[config.mk]
export PLATFORM = sky130hd
export DESIGN_NAME = seg_scan_sched
export DESIGN_NICKNAME = d
export VERILOG_FILES = /design/src/rtl/seg_scan_sched.sv
export SDC_FILE = /design/constraint.sdc
export NUM_CORES = 1
export LEC_CHECK = 0
export ABC_AREA = 0
export BUFFER_PORTS_ARGS = -buffer_cell sky130_fd_sc_hd__buf_2
export CAP_MARGIN = 0
export CORE_MARGIN = 4
export CORE_UTILIZATION = 55
export CTS_CLUSTER_DIAMETER = 100
export DETAILED_ROUTE_END_ITERATION = 8
export PLACE_DENSITY = 0.79
export SLEW_MARGIN = 10
export SYNTH_ARGS = -nofsm -noshare
export SYNTH_HDL_FRONTEND = slang
export SYNTH_SLANG_ARGS = --single-unit
[constraint.sdc]
create_clock -name clk -period 3.2 [get_ports clk]
set_clock_uncertainty 0.1 [all_clocks]
set_input_delay 0.16 -clock clk [delete_from_list [all_inputs] [get_ports clk]]
set_output_delay 0.16 -clock clk [all_outputs]
set_load 0.03 [all_outputs]
[src/rtl/seg_scan_sched.sv]
// Scan scheduler for an 8-digit multiplexed 7-segment display.
// Uses a double-buffered frame that loads only at frame boundaries, with dead-time blanking per slot.
module seg_scan_sched #(
    parameter int unsigned CLK_DIV   = 1000,
    parameter int unsigned BLANK_CYC = 50
) (
    input  logic        clk,
    input  logic        rst_n,
    input  logic [31:0] digits_in,
    input  logic [7:0]  dp_in,
    input  logic [7:0]  en_mask,
    input  logic        lzb,
    input  logic        upd_req,
    output logic        upd_ack,
    output logic [6:0]  seg,
    output logic        dp,
    output logic [7:0]  cat,
    output logic        frame_start
);

    localparam int unsigned CW = (CLK_DIV > 1) ? $clog2(CLK_DIV) : 1;
    localparam logic [CW-1:0] CNT_LAST = CW'(CLK_DIV - 1);
    localparam logic [CW-1:0] CNT_SHOW = CW'(BLANK_CYC);

    function automatic logic [6:0] seg_decode(input logic [3:0] d);
        case (d)
            4'd0:    seg_decode = 7'b0111111;
            4'd1:    seg_decode = 7'b0000110;
            4'd2:    seg_decode = 7'b1011011;
            4'd3:    seg_decode = 7'b1001111;
            4'd4:    seg_decode = 7'b1100110;
            4'd5:    seg_decode = 7'b1101101;
            4'd6:    seg_decode = 7'b1111101;
            4'd7:    seg_decode = 7'b0000111;
            4'd8:    seg_decode = 7'b1111111;
            4'd9:    seg_decode = 7'b1101111;
            default: seg_decode = 7'b0000000;
        endcase
    endfunction

    logic [CW-1:0] cnt;
    logic [2:0]    idx;
    logic [31:0]   sh_dig;
    logic [7:0]    sh_dp;
    logic [7:0]    sh_en;
    logic          sh_lzb;

    logic          boundary;
    logic [3:0]    cur_nib;
    logic [7:0]    visible;
    logic          tail_dark;
    logic [7:0]    cat_d;
    logic [6:0]    seg_d;
    logic          dp_d;

    assign boundary = (idx == 3'd7) && (cnt == CNT_LAST);
    assign cur_nib  = sh_dig[{idx, 2'b00} +: 4];

    // Walk from the leftmost digit down; a digit is lz-blanked while every
    // position from it up to digit 7 is zero or disabled. Digit 0 never blanks.
    always_comb begin
        visible   = sh_en;
        tail_dark = 1'b1;
        for (int unsigned k = 0; k < 7; k++) begin
            tail_dark = tail_dark & ((sh_dig[4*(7-k) +: 4] == 4'd0) | ~sh_en[7-k]);
            if (sh_lzb && tail_dark)
                visible[7-k] = 1'b0;
        end
    end

    always_comb begin
        cat_d = '1;
        seg_d = '0;
        dp_d  = 1'b0;
        if ((cnt >= CNT_SHOW) && visible[idx]) begin
            cat_d = ~(8'd1 << idx);
            seg_d = seg_decode(cur_nib);
            dp_d  = sh_dp[idx];
        end
    end

    always_ff @(posedge clk or negedge rst_n) begin
        if (!rst_n) begin
            cnt         <= '0;
            idx         <= '0;
            sh_dig      <= '0;
            sh_dp       <= '0;
            sh_en       <= '0;
            sh_lzb      <= 1'b0;
            upd_ack     <= 1'b0;
            frame_start <= 1'b0;
            cat         <= '1;
            seg         <= '0;
            dp          <= 1'b0;
        end else begin
            if (cnt == CNT_LAST) begin
                cnt <= '0;
                idx <= idx + 3'd1;
            end else begin
                cnt <= cnt + 1'b1;
            end

            upd_ack <= boundary && upd_req;
            if (boundary && upd_req) begin
                sh_dig <= digits_in;
                sh_dp  <= dp_in;
                sh_en  <= en_mask;
                sh_lzb <= lzb;
            end

            frame_start <= (idx == 3'd0) && (cnt == '0);
            cat         <= cat_d;
            seg         <= seg_d;
            dp          <= dp_d;
        end
    end

endmodule

After elaboration in Yosys (flattened, before gate mapping)
Memory sizes are Yosys's and may differ from the RTL's.
Cells that the tools add are included.
Widths: inputs -> output; s select.
{ "word_totals": {"register_bits": 80, "rom_bits": 112, "out_inout_bits": 18, "wordCells": 76, "n_memories": 1} }
{ "classes": {"addsub": 2, "n_lt_le_gt_ge": 2, "eq_ne": 2, "shifts": 2, "muxes": 15, "n_bitwise": 21, "n_reduce_logical": 20} }
{ "mem_list": {"columns": ["name", "words", "width", "read_ports", "rd_ports_with_merged_regs", "wr", "line_no", "text"], "rows": [
  ["(no name shown)", 16, 7, 1, 0, 0, "26", "case (d)"]
]} }
{ "ops": {"columns": ["op", "n"], "rows": [
  ["$shiftx 32x6->4", 1],
  ["$logic_not 4->1", 7],
  ["$logic_and 1x1->1", 11],
  ["$add 10x1->10 const B", 1],
  ["$eq 10x10->1 const B", 1],
  ["$ge 10x6->1 const B", 1],
  ["$logic_not 10->1", 1],
  ["$mux 1", 10],
  ["$mux 10", 1],
  ["$mux 8", 1],
  ["$not 8->8", 1],
  ["$shl 1x3->8 const A", 1],
  ["$mux 7", 1],
  ["$not 1->1", 7],
  ["$or 1x1->1", 7],
  ["$and 1x1->1", 6],
  ["$bmux 1 s3", 2],
  ["$lt 3x4->1 const B", 1],
  ["$add 3x1->3 const B", 1],
  ["$eq 3x3->1 const B", 1],
  ["$logic_not 3->1", 1]
]} }

Depth between registers and ports, before layout
Gate-level depths: netlist of run 1.
{ "depth": {"depth_word": 14, "mapped_depth": 9, "mapped_depth_nobuf": 7} }

Least setup slack after synthesis of run 1
No wires, ideal clock.
{ "synth_path": {"kind": "reg2reg", "startpoint": "register idx[0]", "endpoint": "register seg[6]", "arrival_time_ns": 2.117, "t_required_ns": 3.023, "path_slack_ns": 0.906, "path_stages_with_launch": 10, "cell_sequence": "dfrtp_1 -> buf_6 -> buf_6 -> mux4_1 -> mux2i_2 -> inv_1 -> ha_1 -> mux2i_1 -> nand2_1 -> a21oi_1"} }
{ "synth_via": {"elab_chain_cells": 4, "elab_cells_between_ends": 6, "cone_classes": "shift (1); mux (3); reduce/logical (1); memory (1)"} }
{ "synth_lines": {"columns": ["item", "line_no", "text"], "rows": [
  ["start, declared", "42", "logic [2:0] idx;"],
  ["start signal, assigned", "98", "idx <= idx + 3'd1;"],
  ["parallel branches: the longest is 3 deep, another holds $mem_v2 16x7", null, null],
  ["$mux 7 *", "75", "if ((cnt >= CNT_SHOW) && visible[idx]) begin"],
  ["via seg_d[6]", "53", "logic [6:0] seg_d;"],
  ["end signal, assigned", "113", "seg <= seg_d;"],
  ["end, declared", "15", "output logic [6:0] seg,"]
]} }
Mark *: on every way through the listed nets, which the timed path passes. The select of a mux whose other input is x is not followed.
A chain may end at the register's enable or synchronous reset.

Final worst setup path of run 1
{ "layout_path": {"startpoint": "register idx[0]", "endpoint": "register seg[5]"} }
The elaborated chain is that of the path after synthesis.

==> results.md, run 1 <==
GRT:
- The initial antenna violation count is 0.
- For this run the aggregate overflow at the end of global routing stands at 0.
- The wire length of the first global-routing pass is 14370 um.
- The largest net degree at the start of global routing is 81.
- The aggregate global-route resource usage is 0.2201.
- The number of global-route vias before repair is 2908.

Detailed routing:
- Once detail routing completed, the nets flagged for antenna violations numbered 0.
- The first detailed-routing pass ran for 4 iterations.
- The number of vias in the routed layout is 2747.
- The first routing iteration left 127 violations.
- The mean routed wirelength per cell is 16.87 um.
- The mean number of vias per cell is 5.386.
- The count of unresolved DRC violations after routing is 0.
- Summed over all layers, the routed wires come to 8603 um.

Synth:
- Synthesis handed over a netlist of 289 instances.
- The area share of the leading cell type in the synthesized netlist is 0.4678.
- The dominant cell type by area after synthesis is dfrtp_1.
- The synthesized netlist occupies a cell area of 0.003851 mm2.
- The synthesized netlist contains 44 unique library cells.
- The number of nets in the synthesized netlist is 355.
- By area the synthesized netlist is led by dfrtp_1 (47%), mux2_2 (15%), mux4_2 (5.8%).
- The Yosys warning count is 0.
- The fraction of registers with async set/reset is 1.000.
- The leading register cell type out of synthesis is dfrtp_1.
- The flip-flop and latch count after synthesis is 80.
- The share of the Yosys chip area taken by registers is 0.5224.
- Yosys mapped a number of flops with a built-in enable equal to 0.
- The mean instance size in the synthesized netlist is 13.33 um2.

Clocking:
- After clock tree synthesis, the flow added hold-fix buffers numbering 50.
- CTS built an H-tree with a depth of 3.
- The longest clock path from root to sink contains 2 buffers.
- The number of setup buffers added after CTS is 0.
- The clock insertion delay at the later pin of the skew report is 350 ps.
- The clock tree from TritonCTS is built.
- The clock input transition at the sequential cells of the worst setup and hold paths is 80 ps.
- The number of gates resized after CTS was 0.
- The number of buffers created by CTS is 9.
- The clock root buffer master is clkbuf_8.
- The clock net in this run drives a total of 80 sinks.

STA:
- Setup slack on the critical path of the routed design comes to 696.5 ps.
- The count of endpoints failing hold in the final timing report is 0.
- Headroom to the max-slew limit came out at 0.3391.
- The top achievable clock speed is 399.4 MHz.
- Setup repair after global routing left no endpoint under its margin.
- Setup violations remaining at the end of the flow were counted as 0.
- The slew at the pin closest to its max-slew limit is 991.3 ps.
- Of the available clock period, the critical path in the final layout requires 0.7824.
- The final critical-path required period is 2504 ps.
- Setup total negative slack on the finished layout was measured at 0 ps.
- The number of max-slew violations in the final report is 0.

Power:
- The ratio of total power to cell area is 386.1 mW/mm2.
- For this design the static power due to leakage is 2.447 nW.
- The worst vdd rail ir drop is 318.6 uV.

Critical path:
- At the worst endpoint, the arrival time is 2680 ps.
- The largest single stage delay on the critical path is 660 ps.
- The maximum fanout encountered on the critical timing path is 9.
- The slowest library cell on the worst path is dfrtp_1.
- The critical path is of the reg -> reg type.
- At the worst endpoint, the required time is 3380 ps.
- Walking the worst path, the cells encountered are mux4_2 -> mux2i_1 -> inv_1 -> ha_1 -> nor2_1 -> o21ai_0 -> a21oi_1.
- STA classifies the critical path startpoint as a register.
- The critical path capture point type is a register.

Floorplan:
- The number of placement rows is 30.
- The die covers 0.008405 mm2.
- The y dimension of the die is 91.68 um.
- The top-level port count is 70.
- The starting utilization of the core area is 0.5669.
- The core region is 0.006794 mm2.
- The die is 91.68 um wide.

Placement:
- Detailed placement ended at an HPWL of 5457 um.
- The number of buffers inserted by port buffering is 69.
- The final weighted congestion of routability-driven global placement is 0.8375.
- The worst setup slack after placement is 728.3 ps.

Layout:
- The sequential cell area is 0.002012 mm2.
- The multi-input logic area is 0.001697 mm2.
- The repair_antennas step left the layout with diodes totalling 0.
- The area growth from synthesis to final layout is 29.11%.
- For this run, the post-layout net count is 475.
- In the final layout, the share of cells above drive strength 1 is 0.3986.
- The total of fill cells in the finished design is 432.

Hold path:
- The class of the tightest hold or removal check is in -> reg.

Flow run:
- Max-cap violations in this run came to 0.

Status:
- The flow ran to the end, and the final reports show no timing, DRC or antenna violations.
path summary, 6_finish.rpt:
| kind | start | endpoint | depth (start not counted) | slack (ps) |
|---|---|---|---|---|
| hold / removal | upd_req | upd_ack | 3 | 300 |
| min in group asynchronous | rst_n | cnt[4] | 2 | 390 |
| max in group asynchronous | rst_n | cnt[8] | 2 | 1940 |
| hold reg to reg | cnt[0] | cnt[0] | 1 | 400 |
| setup reg to reg | idx[0] | seg[5] | 7 | 700 |
| setup / recovery | idx[0] | seg[5] | 7 | 700 |
layout by cell type (no fill, tap or decap), types with 2 or more instances in the layout:
cell           instances
ha_1                  14
dfstp_2                8
mux2i_1                5
xnor2_1                6
a21oi_1               10
inv_1                 10
xor2_1                 2
nand2_1               20
or2_1                  2
buf_4                  4
clkbuf_8               9
buf_2                 68
dlygate4sd3_1         50
and3_1                 2
o41ai_1                3
dfrtp_1               72
nand3_1                6
bufinv_16              2
mux2_2                51
clkinv_2               3
mux4_2                10
nor2_1                14
o21ai_0                7
nor4_1                 5
nand3b_1               2
or4_1                  2
nor4b_1                2
nor3_1                 3
metrics by stage:
step | cell area [um2] | power (mW) | utilization | hold WS (ps) | std cells
floorplan | 3851 | 1.031 | - | -235.6 | 289
finish | 4972 | 1.920 | 0.7319 | 295.9 | 510
CTS | 4972 | 1.927 | 0.7319 | 279.0 | 510
detailed placement | 4260 | 1.082 | 0.6271 | 279.2 | 444
global placement | 4260 | 1.081 | 0.6271 | 274.3 | 444
global route | 4972 | 1.994 | 0.7319 | 288.9 | 510
area by class of cell:
type                       instances  area share
sequential                        80      0.4046
multi-input combinational        184      0.3412
timing repair buffer             123      0.1792
clock buffer                      10     0.02567
tap                               96     0.02416
clock inverter                     6     0.01686
inverter                          11    0.008304
power by group:
part / leakage [nW] / switching (mW) / internal, mW
combinational: 1.26 / 0.0371 / 0.0620
clock: 0.110 / 0.373 / 0.437
sequential: 1.08 / 0 / 1.01
total: 2.45 / 0.410 / 1.51
logic make-up after synthesis:
group | synth area share
and+or+nand+nor | 0.08675
AOI/OAI and AO/OA | 0.05296
buffers and inverters | 0.03736
muxes | 0.2368
xor gates and xnor gates | 0.01819
adders and majority gates | 0.04548
DFF | 0.5224
Yosys cell counts, types with 2 or more instances:
master and count:
nand3b_1 2, nand3_1 6, o21ai_0 7, nand2_1 20, a21oi_1 10, or4_1 2, nor2_1 14, mux2i_1 5
nor4_1 5, and3_1 3, buf_2 6, or2_1 2, ha_1 14, buf_6 3, nor4b_1 2, mux2_2 51
xor2_1 2, nor3_1 3, dfstp_2 8, clkbuf_1 3, dfrtp_1 72, mux4_2 10, clkbuf_8 2, inv_1 10
xnor2_1 6, o41ai_1 3
flip-flops by register name, summed over array words and instances (netlist names):
signal and cells:
idx 3, sh_dig 32, sh_lzb 1, cnt 10
sh_dp 8, sh_en 8, dp 1, upd_ack 1
cat 8, seg 7, frame_start 1
worst max-delay path, delay by kind of cell (launching register included):
kind            cells  cell delay (ps)
fa+ha+maj           1              230
flops               1              660
compound gates      2              250
buf+inv             1              130
simple gates        1              100
mux                 2              950
layer usage:
layer	vias to the layer above	part of all wire	wire (um)	track usage
li1	1277	-	-	-
met1	1366	0.42	3582	0.2793
met2	85	0.51	4394	0.3664
met3	19	0.050	427	0.05742
met4	0	0.023	199	0.07538
met5	-	0	0	0
Note: power is estimated with default switching activity, not from simulation.
==> run 2, diff against run 1 <==
==> constraint.sdc (replaced) <==
create_clock -name clk -period 2.4 [get_ports clk]
set_clock_uncertainty 0.1 [all_clocks]
set_input_delay 0.12 -clock clk [delete_from_list [all_inputs] [get_ports clk]]
set_output_delay 0.12 -clock clk [all_outputs]
set_load 0.03 [all_outputs]
==> run 2 against run 1 <==
Compared with the run above:
- non-clock buffer count up 8
- worst setup slack worse by 590 ps
- sequential share of layout area down 0.32 points
- final cell count up 1.6%
- sequential cell count unchanged
- clock power up 19%
==> results.md, run 2 (same netlist as run 1, synthesis figures left out) <==
Status:
- The flow ran to the end, and the final reports show no timing, DRC or antenna violations.

Detailed routing:
- The mean number of vias per cell is 5.282 (-1.9%).
- The number of vias in the routed layout is 2736 (-0.40%).
- The number of DRC markers in iteration 0 is 157 (+24%).
- The number of iterations in the first detailed-routing pass is 4 (unchanged).
- The final wirelength is 8254 um (-4.1%).
- The count of unresolved DRC violations after routing is 0 (unchanged).
- The mean routed wirelength per cell is 15.93 um (-5.5%).
- The antenna violation net count after detailed routing was 0 (unchanged).

STA:
- The post-route worst hold slack is 269.6 ps (-26.30 ps).
- The final critical-path required period is 2295 ps (-208.9 ps).
- The count of endpoints failing hold in the final timing report is 0 (unchanged).
- The number of max-slew violations in the final report is 0 (unchanged).
- The number of endpoints failing setup at the final stage is 0 (unchanged).
- The worst slew slack as a fraction of its limit is 0.3579 (+0.01879).
- The top achievable clock speed is 435.8 MHz (+9.1%).
- Setup repair after global routing left no endpoint under its margin.
- The final period utilization was 0.9561 (+0.1737).
- The total negative slack for setup checks is 0 ps (unchanged).
- The slew at the pin closest to its max-slew limit is 963.1 ps (-28.19 ps).

Critical path:
- The critical path goes through or4_1 -> a311o_1 -> a2111oi_4 -> nor3_2 -> a22o_1.
- The arrival time of the worst setup path is 2430 ps (-250 ps).
- The worst setup path is launched from a register.
- The critical path capture point type is a register.
- The slowest library cell on the worst path is or4_1.
- The worst path required time is 2540 ps (-840 ps).
- The largest stage delay on the critical path is 560 ps (-100 ps).
- The origin of the worst setup path is sh_dig[9].
- The category of the critical setup timing path is reg -> reg.
- Broken down by cell family, the worst path's largest delay share belongs to compound AO/OA/AOI/OAI gates.
- The startpoint identified for the worst register-to-register timing path is sh_dig[9].
- The buffers plus inverters on the worst setup path is 0 (-1).
- The cell depth of the worst setup path was 5 (-2).
- The maximum fanout encountered on the critical timing path was 4 (-5).
- The number of cell instances on the worst register-to-register path is 5 (-2).

GRT:
- The initial antenna violation count is 0 (unchanged).
- The aggregate global-route resource usage is 0.2167 (-0.003446).
- The remaining global-route overflow was 0 (unchanged).
- The wire length of the first global-routing pass is 14090 um (-1.9%).
- The largest net degree at the start of global routing is 81 (unchanged).
- The number of global-route vias before repair is 2901 (-0.24%).

Floorplan:
- The number of placement rows was 30 (unchanged).
- The x dimension of the die is 91.68 um (unchanged).
- The top-level port count is 70 (unchanged).
- The starting utilization of the core area is 0.5669 (unchanged).
- The y dimension of the die is 91.68 um (unchanged).
- The die area was 0.008405 mm2 (unchanged).
- The area of the core region is 0.006794 mm2 (unchanged).

Layout:
- Relative to the synthesized area, the layout overhead comes to 30.21%.
- The multi-input logic area was 0.001700 mm2 (+0.22%).
- The net count of the finished layout is 483 (+1.7%).
- The number of antenna cells inserted came to 0 (unchanged).
- The total of fill cells in the finished design is 420 (-2.8%).
- The sequential cell area is 0.002013 mm2 (about the same).
- In the layout the commonest cells are dfrtp_1 (71), buf_2 (68), mux2_2 (51).
- In the final layout, the registers with the most flip-flops are sh_dig x32, cnt x10.
- The fraction of layout cells with a size suffix above 1 is 0.4123 (+0.01377).
- The top register by number of flip-flops is sh_dig.
- The most common cell after layout, fill and taps aside is dfrtp_1.
- The final core area utilization is 0.7381 (+0.006262).
- The number of flip-flops under the largest register name came to 32 (unchanged).

Hold path:
- The min-delay analysis places its worst path in the category in -> reg.
- The worst hold path cell count is 3 (unchanged).
- The startpoint identified for the worst hold timing path is upd_req.

Clocking:
- The clock insertion delay at the later pin of the skew report is 350 ps (about the same).
- The number of buffers on the longest clock path is 2 (unchanged).
- The clock input transition at the sequential cells of the worst setup and hold paths is 80 ps (about the same).
- The number of sinks on the clock net came to 80 (unchanged).
- The clock root buffer master is clkbuf_8.
- The maximum level of the CTS H-tree is 3 (unchanged).
- TritonCTS built the clock tree.
- The number of setup buffers added after CTS is 0 (unchanged).
- The number of buffers created by CTS was 9 (unchanged).

Power:
- The worst vdd rail ir drop came to 404.6 uV (+27%).
- The ratio of total power to cell area is 486.3 mW/mm2 (+26%).
- The total leakage power was 2.455 nW (+0.31%).

Placement:
- The placed wire-length estimate was 5543 um (+1.6%).
- The final weighted congestion of routability-driven global placement is 0.8365 (-0.12%).
- The number of buffers inserted by port buffering came to 69 (unchanged).

Flow run:
- The count of maximum capacitance violations is 0 (unchanged).
-- run 2: path summary, 6_finish.rpt --
kind | endpoint | slack (ps)
worst min register to register | cnt[0] | 380
max in group asynchronous | idx[0] | 1150
worst min-delay path | sh_dig[0] | 270
min in group asynchronous | cnt[8] | 350
worst max register to register | dp | 110
worst max-delay path | dp | 110
-- run 2: routing by layer --
metal | vias up | GRT usage | wire length (um) | part of all wire
met5 | - | 0 | 0 | 0
met4 | 0 | 0.09799 | 189 | 0.023
met3 | 16 | 0.03527 | 340 | 0.041
met2 | 80 | 0.3512 | 4143 | 0.50
met1 | 1344 | 0.2879 | 3582 | 0.43
li1 | 1296 | - | - | -
-- run 2: layout make-up --
class,instances,area share
Timing Repair Buffer,131,0.1896
Clock inverter,5,0.01148
Tap cell,96,0.02395
Inverter,11,0.008234
Clock buffer,11,0.02620
Multi-Input combinational cell,184,0.3391
Sequential cell,80,0.4014
-- run 2: stage by stage --
step / total power [mW] / instances / cell area (um2) / setup WS [ps]
after CTS: 2.464 / 518 / 5010 / 34.71
final: 2.439 / 518 / 5015 / 105.4
after global routing: 2.535 / 518 / 5015 / 0.6815
after detailed placement: 1.442 / 452 / 4320 / 63.24
after floorplan: 1.375 / 289 / 3851 / 106.0
after global placement: 1.441 / 452 / 4320 / 106.8
-- run 2: worst reg2reg max path: cells and delay by family, from the launching register on --
kind	cells	cell delay, ps
simple gates	2	680
flops	1	410
compound gates	3	990
-- run 2: timing repair --
action | in CTS | in global routing
hold endpoints to repair | 121 | 0
setup endpoints to repair | 0 | 52
resized for setup | 0 | 2
hold buffers | 50 | 0
-- run 2: report_power, final --
part,internal (mW),switching (mW),leakage [nW]
registers,1.35,0,1.07
logic,0.0827,0.0485,1.29
clock network,0.479,0.481,0.0856
total,1.91,0.529,2.45
==> run 3, diff against run 2 <==
==> constraint.sdc (replaced) <==
create_clock -name clk -period 2.6 [get_ports clk]
set_clock_uncertainty 0.1 [all_clocks]
set_input_delay 0.13 -clock clk [delete_from_list [all_inputs] [get_ports clk]]
set_output_delay 0.13 -clock clk [all_outputs]
set_load 0.03 [all_outputs]
==> run 3 against run 2 <==
Compared with the run above:
- critical path depth increased by 2
- register-to-register slack improved by 120 ps
- highest routed layer unchanged
- global-route usage decreased by 0.97 points
- fmax decreased by 3.6%
- worst setup slack improved by 120 ps
- hold slack improved by 25 ps
- clock power decreased by 8.0%
- non-clock buffer count decreased by 6
- critical endpoint is now seg[3]
- die area unchanged
- cell area decreased by 0.85%
- final cell count decreased by 1.2%
- sequential cell count unchanged
==> results.md, run 3 (same netlist as run 1, synthesis figures left out) <==
Critical path:
- STA classifies the critical path startpoint as a register.
- The signal on the critical path passes through mux4_2 -> mux2i_1 -> inv_1 -> ha_1 -> mux2i_1 -> nand2_1 -> a21oi_1.
- The startpoint identified for the worst register-to-register timing path is idx[0].
- The worst register-to-register path ends at seg[3].
- The maximum fanout encountered on the critical timing path is 9 (+5).
- The worst setup path is captured at a register.
- The worst path required time is 2780 ps (+240 ps).
- The slowest library cell on the worst path is mux4_2.
- The most repeated library cell on the critical path is mux2i_1.
- The buffers plus inverters on the worst setup path is 1 (+1).
- The cell class contributing the biggest share of worst-path delay is multiplexers.
- The number of cell instances on the worst register-to-register path is 7 (+2).
- The setup slack of the worst register-to-register path is 220 ps (+120 ps).
- The arrival time of the worst setup path is 2560 ps (+130 ps).
- The critical path is of the reg -> reg type.
- The largest stage delay on the critical path is 560 ps (about the same).

Power:
- The switching share of power came to 0.2192 (+0.002126).
- The total leakage power is 2.446 nW (-0.37%).
- The part of the total power dissipated in sequential elements was 0.553 (about the same).
- The design internal power was 1.755 mW (-8.1%).
- The ratio of total power to cell area came to 452.0 mW/mm2 (-7.1%).
- The relative contribution of the clock network to total power is 0.393 (about the same).
- The worst vdd rail ir drop was 397.9 uV (-1.7%).
- The combinational group share of total power is 0.054 (about the same).
- The net switching power is 492.7 uW (-6.9%).

Flow run:
- The count of maximum capacitance violations is 0 (unchanged).

Detailed routing:
- The number of vias in the routed layout is 2736 (unchanged).
- The number of DRC markers in iteration 0 came to 118 (-25%).
- The mean routed wirelength per cell is 16.07 um (+0.85%).
- The number of iterations in the first detailed-routing pass is 4 (unchanged).
- The count of unresolved DRC violations after routing is 0 (unchanged).
- The antenna violation net count after detailed routing is 0 (unchanged).
- The final wirelength is 8228 um (-0.31%).
- The mean number of vias per cell is 5.344 (+1.2%).

Clocking:
- The number of sinks on the clock net was 80 (unchanged).
- The maximum level of the CTS H-tree is 3 (unchanged).
- The clock insertion delay at the later pin of the skew report is 360 ps (about the same).
- TritonCTS built the clock tree.
- The number of buffers on the longest clock path came to 2 (unchanged).
- Clock tree synthesis selected as its root buffer the cell clkbuf_8.
- The clock input transition at the sequential cells of the worst setup and hold paths was 80 ps (about the same).
- The number of buffers created by CTS is 9 (unchanged).

Layout:
- In the layout the commonest cells are dfrtp_1 (71), buf_2 (68), mux2_2 (51).
- The number of flip-flops under the largest register name is 32 (unchanged).
- Leaving out fill and tap cells, the most frequent cell in the layout is dfrtp_1.
- The register with the most flip-flops in the final layout is sh_dig.
- The number of antenna cells inserted is 0 (unchanged).
- The fraction of layout cells with a size suffix above 1 is 0.4063 (-0.006072).
- From synthesis to final layout, the design area changed by 29.11%.
- The final design area excluding fillers is 0.004972 mm2 (-0.85%).
- The net count of the finished layout is 477 (-1.2%).
- The largest registers in the layout are sh_dig x32, cnt x10.

Floorplan:
- The area of the core region is 0.006794 mm2 (unchanged).
- The die area is 0.008405 mm2 (unchanged).
- The x dimension of the die was 91.68 um (unchanged).
- The top-level port count is 70 (unchanged).
- The starting utilization of the core area came to 0.5669 (unchanged).
- The y dimension of the die is 91.68 um (unchanged).
- The number of placement rows is 30 (unchanged).

Status:
- The run finished with clean final reports.

GRT:
- The wire length of the first global-routing pass is 13490 um (-4.3%).
- The remaining global-route overflow is 0 (unchanged).
- The initial antenna violation count is 0 (unchanged).
- The largest net degree at the start of global routing was 81 (unchanged).
- The aggregate global-route resource usage is 0.2070 (-0.009651).
- The number of global-route vias before repair was 2858 (-1.5%).

STA:
- The final period utilization is 0.9152 (-0.04092).
- The worst slew slack as a fraction of its limit is 0.3608 (+0.002871).
- The total negative slack for setup checks is 0 ps (unchanged).
- The final setup slack of the worst path came to 220.6 ps (+115.2 ps).
- The slew at the pin closest to its max-slew limit was 958.8 ps (-4.308 ps).
- The final critical-path required period was 2379 ps (+84.83 ps).
- The number of max-slew violations in the final report is 0 (unchanged).
- Setup repair after global routing left no endpoint under its margin.
- The top achievable clock speed is 420.3 MHz (-3.6%).
- The count of endpoints failing hold in the final timing report is 0 (unchanged).
- The number of endpoints failing setup at the final stage is 0 (unchanged).

Placement:
- The worst setup slack after placement is 59.43 ps (-3.812 ps).
- The final weighted congestion of routability-driven global placement is 0.7817 (-6.6%).
- The placed wire-length estimate is 5505 um (-0.69%).
- The number of buffers inserted by port buffering is 69 (unchanged).
- The total cell area at the placement stage was 0.004275 mm2 (-1.0%).

Hold path:
- The capture endpoint of the worst hold path is sh_dig[4].
- The worst hold path cell count is 3 (unchanged).
- The startpoint of the worst hold path is upd_req.
- The class of the tightest hold or removal check is in -> reg.
-- run 3: cell types whose count changed in the layout (fill, tap and decap cells not counted) --
cell | before | now
buf_4 | 12 | 6
clkinv_2 | 1 | 5
clkbuf_1 | 2 | 0
clkinvlp_4 | 3 | 1
mux2i_2 | 2 | 0
mux2i_1 | 4 | 5
mux2i_4 | 1 | 2
-- run 3: worst max-delay path by stage --
stage,from,endpoint,slack [ps],cells past startpoint
floorplan,idx[0],seg[6],310,9
global placement,idx[0],seg[6],120,7
detailed placement,idx[0],seg[6],60,7
CTS,idx[0],seg[6],30,7
global route,idx[0],seg[6],60,7
finish,idx[0],seg[3],220,7
-- run 3: layer usage --
layer | up-vias | share of wire | GRT usage
li1 | 1281 | - | -
met1 | 1367 | 0.42 | 0.2511
met2 | 70 | 0.52 | 0.3548
met3 | 18 | 0.036 | 0.04676
met4 | 0 | 0.020 | 0.08794
met5 | - | 0 | 0
-- run 3: power groups by stage --
stage	Clock, mW	Sequential (mW)	Combinational, mW
floorplan	0	1.27	0.000628
global placement	0	1.27	0.0629
detailed placement	0	1.27	0.0630
CTS	0.904	1.24	0.121
global route	0.950	1.24	0.134
finish	0.883	1.24	0.121
-- run 3: worst min-delay path: cells and delay by family --
kind                   cells  cell delay [ps]
multiplexers               1              190
buffers and inverters      1               90
AND/OR/NAND/NOR            1              310
-- run 3: cell type report --
cell class,count,area [um2]
flip-flops and latches,80,2013
fillers,466,1822
multi-input cells,184,1705
repair buffers,125,905.9
clock buffers,9,123.9
well taps,96,120.1
clock inverters,7,62.56
inverters,11,41.29
-- run 3: per-stage QoR --
stage                     utilization  power [mW]  std cells  hold WS (ps)
after global placement         0.6293       1.331        446         237.3
after detailed placement       0.6293       1.331        446         241.6
final                          0.7319       2.247        512         294.7
after global routing           0.7319       2.327        512         294.4
after floorplan                     -       1.269        289        -265.6
after CTS                      0.7304       2.268        512         277.9
-- run 3: repair_timing --
action / CTS / global route
endpoints found under the hold margin: 121 / 0
buffers inserted: 0 / 0
hold buffers: 50 / 0
resized for setup: 0 / 2
setup endpoints to repair: 0 / 49
